===== config.mk =====
export PLATFORM = sky130hd
export DESIGN_NAME = cadr_clock_ctl
export DESIGN_NICKNAME = d
export VERILOG_FILES = /design/src/rtl/cadr_clk_pkg.sv /design/src/rtl/cadr_clk_phase.sv /design/src/rtl/cadr_clock_ctl.sv
export SDC_FILE = /design/constraint.sdc
export NUM_CORES = 1
export LEC_CHECK = 0
export CORE_MARGIN = 8
export CORE_UTILIZATION = 41
export DETAILED_ROUTE_END_ITERATION = 10
export PLACE_DENSITY = 0.73
export SKIP_LAST_GASP = 1
export SLEW_MARGIN = 10
export SYNTH_ARGS = -nofsm -noshare
export SYNTH_HDL_FRONTEND = slang
export SYNTH_HIERARCHICAL = 1
export SYNTH_SLANG_ARGS = --single-unit

===== constraint.sdc =====
create_clock -name clk -period 1.42 [get_ports clk]
set_clock_uncertainty 0.1 [all_clocks]
set_input_delay 0.213 -clock clk [delete_from_list [all_inputs] [get_ports clk]]
set_output_delay 0.213 -clock clk [all_outputs]
set_load 0.01 [all_outputs]

===== src/rtl/cadr_clk_pkg.sv =====
// cadr_clk_pkg: shared types and default constants for the CADR clock sequencer.
// Holds the sequencer state encoding and default cycle-shape constants.
// Optional build macro used by the top: CADR_CLOCK_STEP_COUNT_EN.
package cadr_clk_pkg;

    typedef enum logic [1:0] {
        HALT  = 2'd0,
        RUN   = 2'd1,
        STEP  = 2'd2,
        DRAIN = 2'd3
    } clk_state_e;

    localparam int CYCLE_LEN_DEF  = 4;
    localparam int LONG_EXTRA_DEF = 2;
    localparam int WP_PHASE_DEF   = 2;
    localparam int PHW_DEF        = 4;

endpackage


===== src/rtl/cadr_clk_phase.sv =====
// cadr_clk_phase: machine-cycle phase counter with wait-hold, long-cycle latch
// and tpclk/tpwp strobe generation.
// Ports: clk, reset_n (async, active-low), active_i (sequencer not halted),
//   long_cyc_i, wait_req_i -> phase_o, tpclk_o (registered), tpwp_o, wrap_o.
module cadr_clk_phase
    import cadr_clk_pkg::*;
#(
    parameter int CYCLE_LEN  = CYCLE_LEN_DEF,
    parameter int LONG_EXTRA = LONG_EXTRA_DEF,
    parameter int WP_PHASE   = WP_PHASE_DEF,
    parameter int PHW        = PHW_DEF
) (
    input  logic           clk,
    input  logic           reset_n,
    input  logic           active_i,
    input  logic           long_cyc_i,
    input  logic           wait_req_i,
    output logic [PHW-1:0] phase_o,
    output logic           tpclk_o,
    output logic           tpwp_o,
    output logic           wrap_o
);

    localparam logic [PHW-1:0] LAST_N = PHW'(CYCLE_LEN - 1);
    localparam logic [PHW-1:0] LAST_L = PHW'(CYCLE_LEN + LONG_EXTRA - 1);
    localparam logic [PHW-1:0] WP     = PHW'(WP_PHASE);

    logic [PHW-1:0] phase_q, phase_d;
    logic           long_q, long_d;
    logic           held_q, held_d;
    logic           tpclk_q;
    logic           at_last;

    always_comb begin
        at_last = (phase_q == (long_q ? LAST_L : LAST_N));
        wrap_o  = active_i & at_last & ~wait_req_i;
        phase_d = phase_q;
        long_d  = long_q;
        held_d  = 1'b0;
        if (!active_i) begin
            phase_d = '0;
        end else if (at_last) begin
            // wait_req only stretches the final phase
            if (!wait_req_i) phase_d = '0;
            held_d = wait_req_i;
        end else begin
            phase_d = phase_q + PHW'(1);
        end
        // cycle length is fixed by long_cyc as seen during phase 0
        if (active_i && phase_q == '0) long_d = long_cyc_i;
    end

    always_ff @(posedge clk or negedge reset_n) begin
        if (!reset_n) begin
            phase_q <= '0;
            long_q  <= 1'b0;
            held_q  <= 1'b0;
            tpclk_q <= 1'b0;
        end else begin
            phase_q <= phase_d;
            long_q  <= long_d;
            held_q  <= held_d;
            tpclk_q <= wrap_o;
        end
    end

    // held_q suppresses a repeat write pulse if WP_PHASE is the stretched phase
    assign tpwp_o  = active_i & (phase_q == WP) & ~held_q;
    assign tpclk_o = tpclk_q;
    assign phase_o = phase_q;

endmodule


===== src/rtl/cadr_clock_ctl.sv =====
// cadr_clock_ctl: CADR machine-cycle sequencer with run/halt/step control,
// sticky error halt, tpclk commit strobe and tpwp write pulse.
// Ports: clk, reset_n, run, halt_req, step_req, long_cyc, wait_req, err,
//   clr_err -> step_ack, tpclk, tpwp, phase, running, halted_err.
// Macro CADR_CLOCK_STEP_COUNT_EN adds step_cnt[15:0]/step_cnt_load (N-cycle run).
module cadr_clock_ctl
    import cadr_clk_pkg::*;
#(
    parameter int CYCLE_LEN  = CYCLE_LEN_DEF,
    parameter int LONG_EXTRA = LONG_EXTRA_DEF,
    parameter int WP_PHASE   = WP_PHASE_DEF,
    parameter int PHW        = PHW_DEF
) (
    input  logic           clk,
    input  logic           reset_n,
    input  logic           run,
    input  logic           halt_req,
    input  logic           step_req,
    output logic           step_ack,
    input  logic           long_cyc,
    input  logic           wait_req,
    input  logic           err,
    input  logic           clr_err,
`ifdef CADR_CLOCK_STEP_COUNT_EN
    input  logic [15:0]    step_cnt,
    input  logic           step_cnt_load,
`endif
    output logic           tpclk,
    output logic           tpwp,
    output logic [PHW-1:0] phase,
    output logic           running,
    output logic           halted_err
);

    clk_state_e state_q, state_d;
    logic       step_q;
    logic       err_q, err_d;
    logic       ack_q, ack_d;
    logic       active;
    logic       wrap;
    logic       step_rise;
    logic       stop_run;
`ifdef CADR_CLOCK_STEP_COUNT_EN
    logic [15:0] cnt_q, cnt_d;
    logic        abort;
`endif

    assign active    = (state_q != HALT);
    assign step_rise = step_req & ~step_q;
    assign stop_run  = halt_req | ~run | err;
`ifdef CADR_CLOCK_STEP_COUNT_EN
    assign abort     = halt_req | err;
`endif

    cadr_clk_phase #(
        .CYCLE_LEN  (CYCLE_LEN),
        .LONG_EXTRA (LONG_EXTRA),
        .WP_PHASE   (WP_PHASE),
        .PHW        (PHW)
    ) u_phase (
        .clk        (clk),
        .reset_n    (reset_n),
        .active_i   (active),
        .long_cyc_i (long_cyc),
        .wait_req_i (wait_req),
        .phase_o    (phase),
        .tpclk_o    (tpclk),
        .tpwp_o     (tpwp),
        .wrap_o     (wrap)
    );

    always_comb begin
        state_d = state_q;
        ack_d   = 1'b0;
        err_d   = err_q;
`ifdef CADR_CLOCK_STEP_COUNT_EN
        cnt_d   = cnt_q;
`endif
        // err beats clr_err when both arrive together
        if (err)          err_d = 1'b1;
        else if (clr_err) err_d = 1'b0;

        unique case (state_q)
            HALT: begin
                if (!err_q && !err) begin
                    if (run) begin
                        state_d = RUN;
                    end else if (step_rise) begin
                        state_d = STEP;
`ifdef CADR_CLOCK_STEP_COUNT_EN
                        cnt_d   = 16'd1;
                    end else if (step_cnt_load && step_cnt != 16'd0) begin
                        state_d = STEP;
                        cnt_d   = step_cnt;
`endif
                    end
                end
            end
            RUN: begin
                // a stop landing on the wrap clock skips DRAIN
                if (stop_run) state_d = wrap ? HALT : DRAIN;
            end
            DRAIN: begin
                if (wrap) state_d = HALT;
            end
            STEP: begin
`ifdef CADR_CLOCK_STEP_COUNT_EN
                if (wrap) begin
                    cnt_d = cnt_q - 16'd1;
                    if (cnt_q == 16'd1 || abort) state_d = HALT;
                    ack_d = (cnt_q == 16'd1);
                end else if (abort) begin
                    state_d = DRAIN;
                end
`else
                if (wrap) begin
                    state_d = HALT;
                    ack_d   = 1'b1;
                end
`endif
            end
            default: state_d = HALT;
        endcase
    end

    always_ff @(posedge clk or negedge reset_n) begin
        if (!reset_n) begin
            state_q <= HALT;
            step_q  <= 1'b0;
            err_q   <= 1'b0;
            ack_q   <= 1'b0;
`ifdef CADR_CLOCK_STEP_COUNT_EN
            cnt_q   <= 16'd0;
`endif
        end else begin
            state_q <= state_d;
            step_q  <= step_req;
            err_q   <= err_d;
            ack_q   <= ack_d;
`ifdef CADR_CLOCK_STEP_COUNT_EN
            cnt_q   <= cnt_d;
`endif
        end
    end

    assign step_ack   = ack_q;
    assign running    = (state_q == RUN) || (state_q == DRAIN);
    assign halted_err = err_q;

endmodule


==> results.py, run 1 <==
metrics = {
    "detailed_routing": {
        "via_count": 669,
        "vias_per_cell": 5.352,
        "drtPass1Iterations": 4,
        "drt-wirelength-per-cell_um": 17.74,
        "finalWirelength_mm": 2.217,
        "antenna_left": 0,
        "drc_errors": 0,
        "drt_iter0_drc": 12,
    },
    "synthesis": {
        "synth_edf_count": 0,
        "synthTopCellsByArea": "dfrtp_1, ha_1, nand4b_4",
        "ys.flop_type": "dfrtp_1",
        "ys_ff_latch": 12,
        "syn-cell-area_sq_um": 654.4,
        "syn_nets": 72,
        "syn_area_per_cell_sq_um": 10.91,
        "ys_async_sr_fraction": 1.000,
        "synth.yosys.warnings": 6,
        "synthTopCellsByCount": "dfrtp_1, inv_1, ha_1, nand3_1, nor2_1",
        "synth_top_area_share": 0.4589,
        "synth_cells": 60,
        "synthMostInstantiatedCell": "dfrtp_1",
        "synth_cell_type_count": 33,
        "ys_seq_area_frac": 0.4589,
        "yosys.area.top_type": "dfrtp_1",
    },
    "timing": {
        "finalSetupViolCount": 9,
        "hold_slack_ns": 0.04976,
        "hold_viol": 0,
        "period_needed_ns": 1.620,
        "tightest_slew_ns": 0.6257,
        "setup_ws_ns": -0.2003,
        "max_slew_margin": 0.5770,
        "drv_slew": 0,
        "fin_crit_sh": 1.141,
        "fmax_mhz": 617.2,
        "rsz0062_at_grt": "yes",
    },
    "setup_path": {
        "reg2reg_slack_ns": -0.20,
        "worstPathRequired_ns": 1.49,
        "startpoint_type": "flop",
        "worstPathCellList": "buf_6, nand4b_4, a211oi_2, inv_1, o21ai_1, o31ai_1",
        "crit_arrival_ns": 1.69,
        "cp-end-kind": "flop",
        "critPathKind": "flop to flop",
        "worstPathBufferInverterCount": 2,
        "cp_max_fo": 5,
        "crit_family": "compound AO/OA/AOI/OAI gates",
        "cp_slowest_stage_delay_ns": 0.43,
        "slowest_stage": "dfrtp_2",
    },
    "clock_network": {
        "cts_max_path_buffers": 2,
        "h-tree-depth": 1,
        "cts_tree": "yes",
        "clk_pin_slew_worst_paths_ns": 0.08,
        "root_buffer": "clkbuf_4",
        "clock_sinks": 12,
        "clock_latency_ns": 0.28,
        "numCtsBuffers": 3,
    },
    "cells_and_area": {
        "final_nets": 122,
        "syn2layout_area_growth_pct": 81.45,
        "drive_gt1_frac": 0.5321,
        "n_antenna_cell": 0,
    },
    "die": {
        "fp-row-count": 14,
        "fp.dieW_um": 55.95,
        "io_pins": 18,
        "die_y_um": 55.95,
        "dieArea_sq_um": 3130,
        "core_area_sq_um": 1506,
        "start_util": 0.4344,
    },
    "power": {
        "leakage_uw": 0.0005602,
        "total_power_uw": 2362,
        "ir_drop_mv": 1.165,
        "p_per_area_nw_per_um2": 1990,
    },
    "grt": {
        "grt_usage": 0.1241,
        "grt_overflow": 0,
        "grt_pass1_wl_mm": 3.111,
        "antenna_found_initial": 0,
        "grt_pass1_vias": 659,
        "grt_max_degree": 10,
    },
    "place": {
        "place_hpwl_mm": 1.427,
        "routabilityCongestion": 0.8239,
        "io_buffers": 17,
    },
    "hold_path": {
        "min_path_type": "primary input to async pin",
    },
    "job": {
        "cap_violations": 0,
    },
    "status": {
        "outcome": "finished with violations",
        "violations": "setup timing",
    },
}
-- area by class of cell --
type	count	area, sq um
Multi-Input combinational cell	40	415.4
Tap cell	16	20.02
Clock buffer	4	36.28
Timing Repair Buffer	47	387.9
Sequential cell	12	302.8
Fill cell	87	319.1
Inverter	6	25.02
-- stage by stage --
stage / TNS (ns) / instance area, sq um / utilization / setup slack, ns / instances
2_1_floorplan: -0.2266 / 691.9 / - / -0.1004 / 60
3_3_place_gp: -0.7474 / 992.2 / 0.6586 / -0.2717 / 108
3_5_place_dp: -0.9016 / 992.2 / 0.6586 / -0.2767 / 108
4_1_cts: -0.6842 / 1074 / 0.7126 / -0.1796 / 117
5_1_grt: -1.745 / 1187 / 0.7882 / -0.3015 / 125
6_report: -1.081 / 1187 / 0.7882 / -0.2003 / 125
-- sequential cells by signal, indices dropped and copies added (netlist names) --
signal,cells
state_q,2
u_phase/held_q,1
u_phase/phase_o,4
step_q,1
u_phase/tpclk_o,1
step_ack,1
u_phase/long_q,1
halted_err,1
-- routing by layer --
| layer | track usage | vias to the layer above | routed length (um) |
|---|---|---|---|
| met5 | 0 | - | 0 |
| met4 | 0.07904 | 0 | 82 |
| met3 | 0.02511 | 8 | 77 |
| met2 | 0.2212 | 22 | 1137 |
| met1 | 0.1278 | 324 | 918 |
| li1 | - | 315 | - |
-- layout by cell type, fill, tap and decap left out, types with 2 or more instances in the layout --
| cell | instances |
|---|---|
| clkbuf_4 | 3 |
| buf_4 | 24 |
| dfrtp_1 | 10 |
| buf_6 | 4 |
| nand2_1 | 2 |
| a211oi_2 | 2 |
| ha_1 | 2 |
| clkdlybuf4s15_1 | 2 |
| dlygate4sd2_1 | 3 |
| buf_2 | 4 |
| nor2_1 | 3 |
| nand3_1 | 3 |
| inv_1 | 4 |
| clkdlybuf4s50_1 | 8 |
| dfrtp_2 | 2 |
-- repair_timing --
| item | in CTS | in global routing |
|---|---|---|
| setup buffers | 4 | 7 |
| gates resized for setup | 23 | 17 |
| endpoints found under the hold margin | 0 | 0 |
| gates cloned | 1 | 1 |
| endpoints found under the setup margin | 16 | 13 |
| hold buffers | 0 | 0 |
| pin swaps | 3 | 8 |
-- report_power, final --
part	switching [uW]	internal, uW
sequential	78.7	460
combinational	689	854
clock	124	156
-- logic make-up after synthesis --
kind of cell	after synthesis	synth area share
multiplexers	2	0.03250
XOR/XNOR	1	0.01339
buffers and inverters	8	0.05162
AO/OA/AOI/OAI	11	0.1243
adder cells (fa/ha/maj)	3	0.05737
flip-flops	12	0.4589
AND/OR/NAND/NOR	23	0.2620
-- final timing paths --
path | startpoint | end | depth (start not counted)
max | u_phase/phase_o[1] | state_q[0] | 6
min | reset_n | halted_err | 1
max reg2reg | u_phase/phase_o[1] | state_q[0] | 6
min reg2reg | halted_err | state_q[0] | 1
max in group asynchronous | reset_n | u_phase/phase_o[2] | 2
min in group clk | step_req | step_q | 1
-- worst reg2reg max path, stage by stage, from the launching register on --
cell and delay (ns):
dfrtp_2 0.43, buf_6 0.14, nand4b_4 0.19, a211oi_2 0.30, inv_1 0.12, o21ai_1 0.14
o31ai_1 0.08
Power figures use the tool's default switching activity.
==> inputs of run 2 (changes only) <==
--- a/config.mk
+++ b/config.mk
@@ -6,9 +6,8 @@
 export NUM_CORES = 1
 export LEC_CHECK = 0
 export CORE_MARGIN = 8
-export CORE_UTILIZATION = 41
+export CORE_UTILIZATION = 35
 export DETAILED_ROUTE_END_ITERATION = 10
-export PLACE_DENSITY = 0.73
 export SKIP_LAST_GASP = 1
 export SLEW_MARGIN = 10
 export SYNTH_ARGS = -nofsm -noshare
==> run 2 against run 1 <==
Compared with the run above: the run still ends with setup timing left; largest power group unchanged; critical path depth down 2; utilization decreased by 13 points; global-route usage shrank 2.5 points; first-iteration DRC count decreased by 8.3%; power decreased by 6.7%; count of clock-buffer cells in the layout is the same; fmax increased by 3.0%; sequential cell count stayed put; non-clock buffer count is 8 lower; design area fell by 3.1%.
==> results.py, run 2 (synthesis gave the netlist of run 1 again) <==
metrics = {
    "grt": {
        "grt_overflow": 0,
        "grt_pass1_wl_mm": 2.649,
        "grt_usage": 0.09898,
        "antenna_found_initial": 0,
        "global_route.usage.met2": 0.1356,
        "use_met1": 0.1333,
        "grt_use_met3": 0.01735,
        "grt_busiest_layer": "met2",
        "grt_max_degree": 13,
        "grt_pass1_vias": 549,
    },
    "detailed_routing": {
        "drt_iter0_drc": 11,
        "drt-wirelength-per-cell_um": 13.98,
        "vias_per_cell": 4.976,
        "finalWirelength_mm": 1.762,
        "antenna_left": 0,
        "drtPass1Iterations": 4,
        "drc_errors": 0,
        "via_count": 627,
    },
    "setup_path": {
        "worstPathCellList": "buf_6, nand4b_4, or4b_4, nand3_2",
        "cp_slowest_stage_delay_ns": 0.54,
        "reg2reg_slack_ns": -0.15,
        "startpoint_type": "flop",
        "rr_worst_depth": 4,
        "cp_max_fo": 9,
        "crit-reg2reg-launch": "u_phase/phase_o[1]",
        "critPathKind": "flop to flop",
        "cp-end-kind": "flop",
        "startpoint": "u_phase/phase_o[1]",
        "r2r-end": "u_phase/phase_o[2]",
        "crit_arrival_ns": 1.69,
        "worstPathRequired_ns": 1.54,
        "slowest_stage": "or4b_4",
    },
    "cells_and_area": {
        "fin_util": 0.6595,
        "n_antenna_cell": 0,
        "drive_gt1_frac": 0.4851,
        "mostFrequentLayoutCell": "buf_4",
        "syn2layout_area_growth_pct": 75.91,
        "final_nets": 114,
        "fin_area_sq_um": 1151,
        "fill_cells": 147,
        "final_cell_mix": "buf_4, dfrtp_1, clkdlybuf4s50_1, dlygate4sd2_1, buf_6",
        "largest_reg_flops": 4,
    },
    "die": {
        "dieArea_sq_um": 3509,
        "die_y_um": 59.24,
        "core_area_sq_um": 1745,
        "start_util": 0.3749,
        "fp-row-count": 15,
        "fp.dieW_um": 59.24,
        "io_pins": 18,
    },
    "status": {
        "outcome": "finished with violations",
        "violations": "setup timing",
    },
    "job": {
        "cap_violations": 0,
    },
    "clock_network": {
        "root_buffer": "clkbuf_4",
        "cts_max_path_buffers": 2,
        "ctsHoldBuffers": 0,
        "h-tree-depth": 1,
        "numCtsBuffers": 3,
        "clock_latency_ns": 0.28,
        "clk_pin_slew_worst_paths_ns": 0.08,
        "clock_sinks": 12,
        "cts_tree": "yes",
    },
    "place": {
        "io_buffers": 17,
        "post-place-ws_ns": -0.3080,
        "routabilityCongestion": 0.7867,
        "place_hpwl_mm": 1.223,
        "placed_area_sq_um": 996.0,
    },
    "timing": {
        "fin_crit_sh": 1.107,
        "max_slew_margin": 0.7526,
        "setup_ws_ns": -0.1525,
        "tightest_slew_ns": 0.3660,
        "tns_ns": -0.6745,
        "rsz0062_at_grt": "yes",
        "drv_slew": 0,
        "fmax_mhz": 635.9,
        "hold_viol": 0,
        "finalSetupViolCount": 9,
        "period_needed_ns": 1.572,
    },
    "power": {
        "p_per_area_nw_per_um2": 1915,
        "leakage_uw": 0.0005326,
        "ir_drop_mv": 1.007,
    },
    "hold_path": {
        "min_path_type": "primary input to async pin",
    },
}
[run 2: critical path: cells and delay by family, from the launching register on]
family                 cells  cell delay, ns
DFF                        1            0.44
and+or+nand+nor            3            0.82
buffers and inverters      1            0.15
[run 2: repair_timing]
item                                    CTS  global route
gates resized for setup                  20            18
pin swaps                                 1             6
endpoints found under the hold margin     0             0
setup buffers                             1             5
endpoints found under the setup margin   16            12
[run 2: report_power, final]
group	internal (uW)	switching [uW]
Combinational	770	608
Sequential	460	85.9
Clock	156	124
[run 2: layout make-up]
cell class                      instances  area (sq um)  share of cell area
Clock buffer                            4         36.28             0.03152
Tap cell                               25         31.28             0.02717
Multi-Input combinational cell         40         417.9              0.3630
Inverter                                6         22.52             0.01957
Sequential cell                        12         302.8              0.2630
Timing Repair Buffer                   39         340.3              0.2957
[run 2: routing by layer]
layer | vias up | share of wire
li1 | 300 | -
met1 | 308 | 0.46
met2 | 15 | 0.48
met3 | 4 | 0.040
met4 | 0 | 0.021
met5 | - | 0
[run 2: worst max path at each step]
| stage | endpoint | slack [ns] | cells past startpoint |
|---|---|---|---|
| after detailed placement | tpwp | -0.31 | 4 |
| final | u_phase/phase_o[2] | -0.15 | 4 |
| after global placement | tpwp | -0.27 | 4 |
| after global routing | state_q[0] | -0.18 | 6 |
| after CTS | tpwp | -0.14 | 4 |
| after floorplan | state_q[0] | -0.10 | 6 |
[run 2: per-stage QoR]
step | hold WS [ns] | instances | power [uW]
6_report | 0.1274 | 126 | 2205
5_1_grt | 0.1395 | 126 | 2345
4_1_cts | 0.1303 | 121 | 1944
3_5_place_dp | 0.4024 | 116 | 1681
3_3_place_gp | 0.4009 | 116 | 1661
2_1_floorplan | -0.1826 | 60 | 1147
==> inputs of run 3 (changes only) <==
--- a/config.mk
+++ b/config.mk
@@ -7,7 +7,10 @@
 export LEC_CHECK = 0
 export CORE_MARGIN = 8
 export CORE_UTILIZATION = 35
+export CTS_BUF_LIST = sky130_fd_sc_hd__clkbuf_8
+export CTS_CLUSTER_DIAMETER = 100
 export DETAILED_ROUTE_END_ITERATION = 10
+export GPL_TIMING_DRIVEN = 0
 export SKIP_LAST_GASP = 1
 export SLEW_MARGIN = 10
 export SYNTH_ARGS = -nofsm -noshare
==> run 3 against run 2 <==
Compared with the run above: the run still ends with setup timing left; combinational power down 4%; via count down 6.2%; count of clock-buffer cells in the layout unchanged; sequential share of layout area up 0.73 points; die area unchanged; sequential cell count unchanged; setup slack better by 0.0085 ns; critical path depth up 2; global-route usage down 0.20 points; non-clock buffer count down 6; largest cell class unchanged.
==> results.py, run 3 (synthesis gave the netlist of run 1 again) <==
metrics = {
    "place": {
        "placed_area_sq_um": 893.4,
        "routabilityCongestion": 0.7598,
        "post-place-ws_ns": -0.4483,
        "place_hpwl_mm": 1.034,
        "io_buffers": 17,
        "placed_cells": 102,
    },
    "die": {
        "fp-row-count": 15,
        "io_pins": 18,
        "dieArea_sq_um": 3509,
        "start_util": 0.3749,
        "fp.dieW_um": 59.24,
        "core_area_sq_um": 1745,
        "die_y_um": 59.24,
    },
    "cells_and_area": {
        "final_cell_mix": "buf_4, dfrtp_1, clkdlybuf4s50_1, dlygate4sd2_1, clkbuf_8",
        "largest_reg_flops": 4,
        "mostFrequentLayoutCell": "buf_4",
        "final_nets": 108,
        "drive_gt1_frac": 0.4526,
        "fin_area_sq_um": 1125,
        "finalNonFillerCells": 120,
        "fill_cells": 156,
        "syn2layout_area_growth_pct": 71.89,
        "n_antenna_cell": 0,
    },
    "setup_path": {
        "startpoint_type": "flop",
        "critPathKind": "flop to flop",
        "cp-end-kind": "flop",
        "cp_max_fo": 5,
        "worstPathRequired_ns": 1.45,
        "crit_arrival_ns": 1.59,
    },
    "timing": {
        "fmax_mhz": 639.4,
        "tightest_slew_ns": 0.5848,
        "fin_crit_sh": 1.101,
        "max_slew_margin": 0.6047,
        "period_needed_ns": 1.564,
        "drv_slew": 0,
        "rsz0062_at_grt": "yes",
        "finalSetupViolCount": 8,
        "hold_viol": 0,
        "setup_ws_ns": -0.1440,
    },
    "power": {
        "p_per_area_nw_per_um2": 2025,
        "ir_drop_mv": 1.041,
        "total_power_uw": 2278,
        "leakage_uw": 0.0005148,
    },
    "detailed_routing": {
        "antenna_left": 0,
        "via_count": 588,
        "finalWirelength_mm": 1.707,
        "vias_per_cell": 4.900,
        "drtPass1Iterations": 2,
        "drc_errors": 0,
        "drt-wirelength-per-cell_um": 14.23,
        "drt_iter0_drc": 5,
    },
    "clock_network": {
        "cts_tree": "yes",
        "cts_max_path_buffers": 2,
        "clk_pin_slew_worst_paths_ns": 0.05,
        "numCtsBuffers": 3,
        "clock_sinks": 12,
        "root_buffer": "clkbuf_8",
        "ctsHoldBuffers": 0,
        "h-tree-depth": 1,
        "clock_latency_ns": 0.24,
    },
    "grt": {
        "grt_overflow": 0,
        "antenna_found_initial": 0,
        "grt_usage": 0.09695,
        "grt_max_degree": 13,
        "grt_pass1_vias": 550,
        "grt_pass1_wl_mm": 2.546,
    },
    "job": {
        "cap_violations": 0,
    },
    "status": {
        "outcome": "finished with violations",
        "violations": "setup timing",
    },
    "hold_path": {
        "min_path_type": "primary input to async pin",
    },
}
-- run 3: cell count changes in the layout (fill, tap and decap cells not counted), sizes merged --
cell | previous run | this run
clkdlybuf4s15 | 2 | 1
buf | 23 | 16
clkbuf | 6 | 5
clkdlybuf4s50 | 8 | 9
dlygate4sd2 | 4 | 5
dlymetal6s2s | 0 | 1
-- run 3: worst max-delay path, stage by stage, from the launching register on --
cell       delay [ns]
dfrtp_1          0.39
buf_8            0.14
nand4bb_4        0.25
a211oi_4         0.30
inv_2            0.07
o21ai_2          0.12
o31ai_2          0.07
-- run 3: path summary, 6_finish.rpt --
kind	start	to	slack [ns]	cells past startpoint
worst max-delay path	u_phase/phase_o[2]	state_q[0]	-0.14	6
min in group clk	step_req	step_q	0.36	1
worst max register to register	u_phase/phase_o[2]	state_q[0]	-0.14	6
worst min register to register	halted_err	state_q[0]	0.41	1
worst min-delay path	reset_n	halted_err	0.23	1
max in group asynchronous	reset_n	u_phase/phase_o[3]	0.60	1
-- run 3: final cells by class --
class                   count  area, sq um  share of cell area
multi-input cells          40        420.4              0.3737
flip-flops and latches     12        304.0              0.2703
repair buffers             31        270.3              0.2403
clock buffers               4        55.05             0.04894
well taps                  25        31.28             0.02781
inverters                   6        25.02             0.02225
plain buffers               2        18.77             0.01669
-- run 3: repair_timing --
item	CTS	global route
buffers inserted	9	5
resized for setup	14	19
setup endpoints to repair	13	11
pin swaps	4	4
-- run 3: report_power, final --
part	switching [uW]	leakage, uW	internal, uW
sequential	117	0.000145	464
clock	131	0.0000288	245
combinational	575	0.000341	747
-- run 3: layer usage --
| metal | GRT usage | vias up | routed length, um | part of all wire |
|---|---|---|---|---|
| li1 | - | 284 | - | - |
| met1 | 0.1064 | 287 | 777 | 0.46 |
| met2 | 0.1649 | 11 | 829 | 0.49 |
| met3 | 0.01952 | 6 | 47 | 0.028 |
| met4 | 0.06143 | 0 | 53 | 0.031 |
| met5 | 0 | - | 0 | 0 |
-- run 3: per-stage QoR --
stage | TNS (ns) | util | hold WS [ns]
after floorplan | -0.2266 | - | -0.1826
after global placement | -1.072 | 0.5118 | 0.3706
after detailed placement | -1.098 | 0.5118 | 0.3728
after CTS | -0.7700 | 0.5828 | 0.2450
after global routing | -1.329 | 0.6444 | 0.2679
final | -0.7573 | 0.6444 | 0.2270
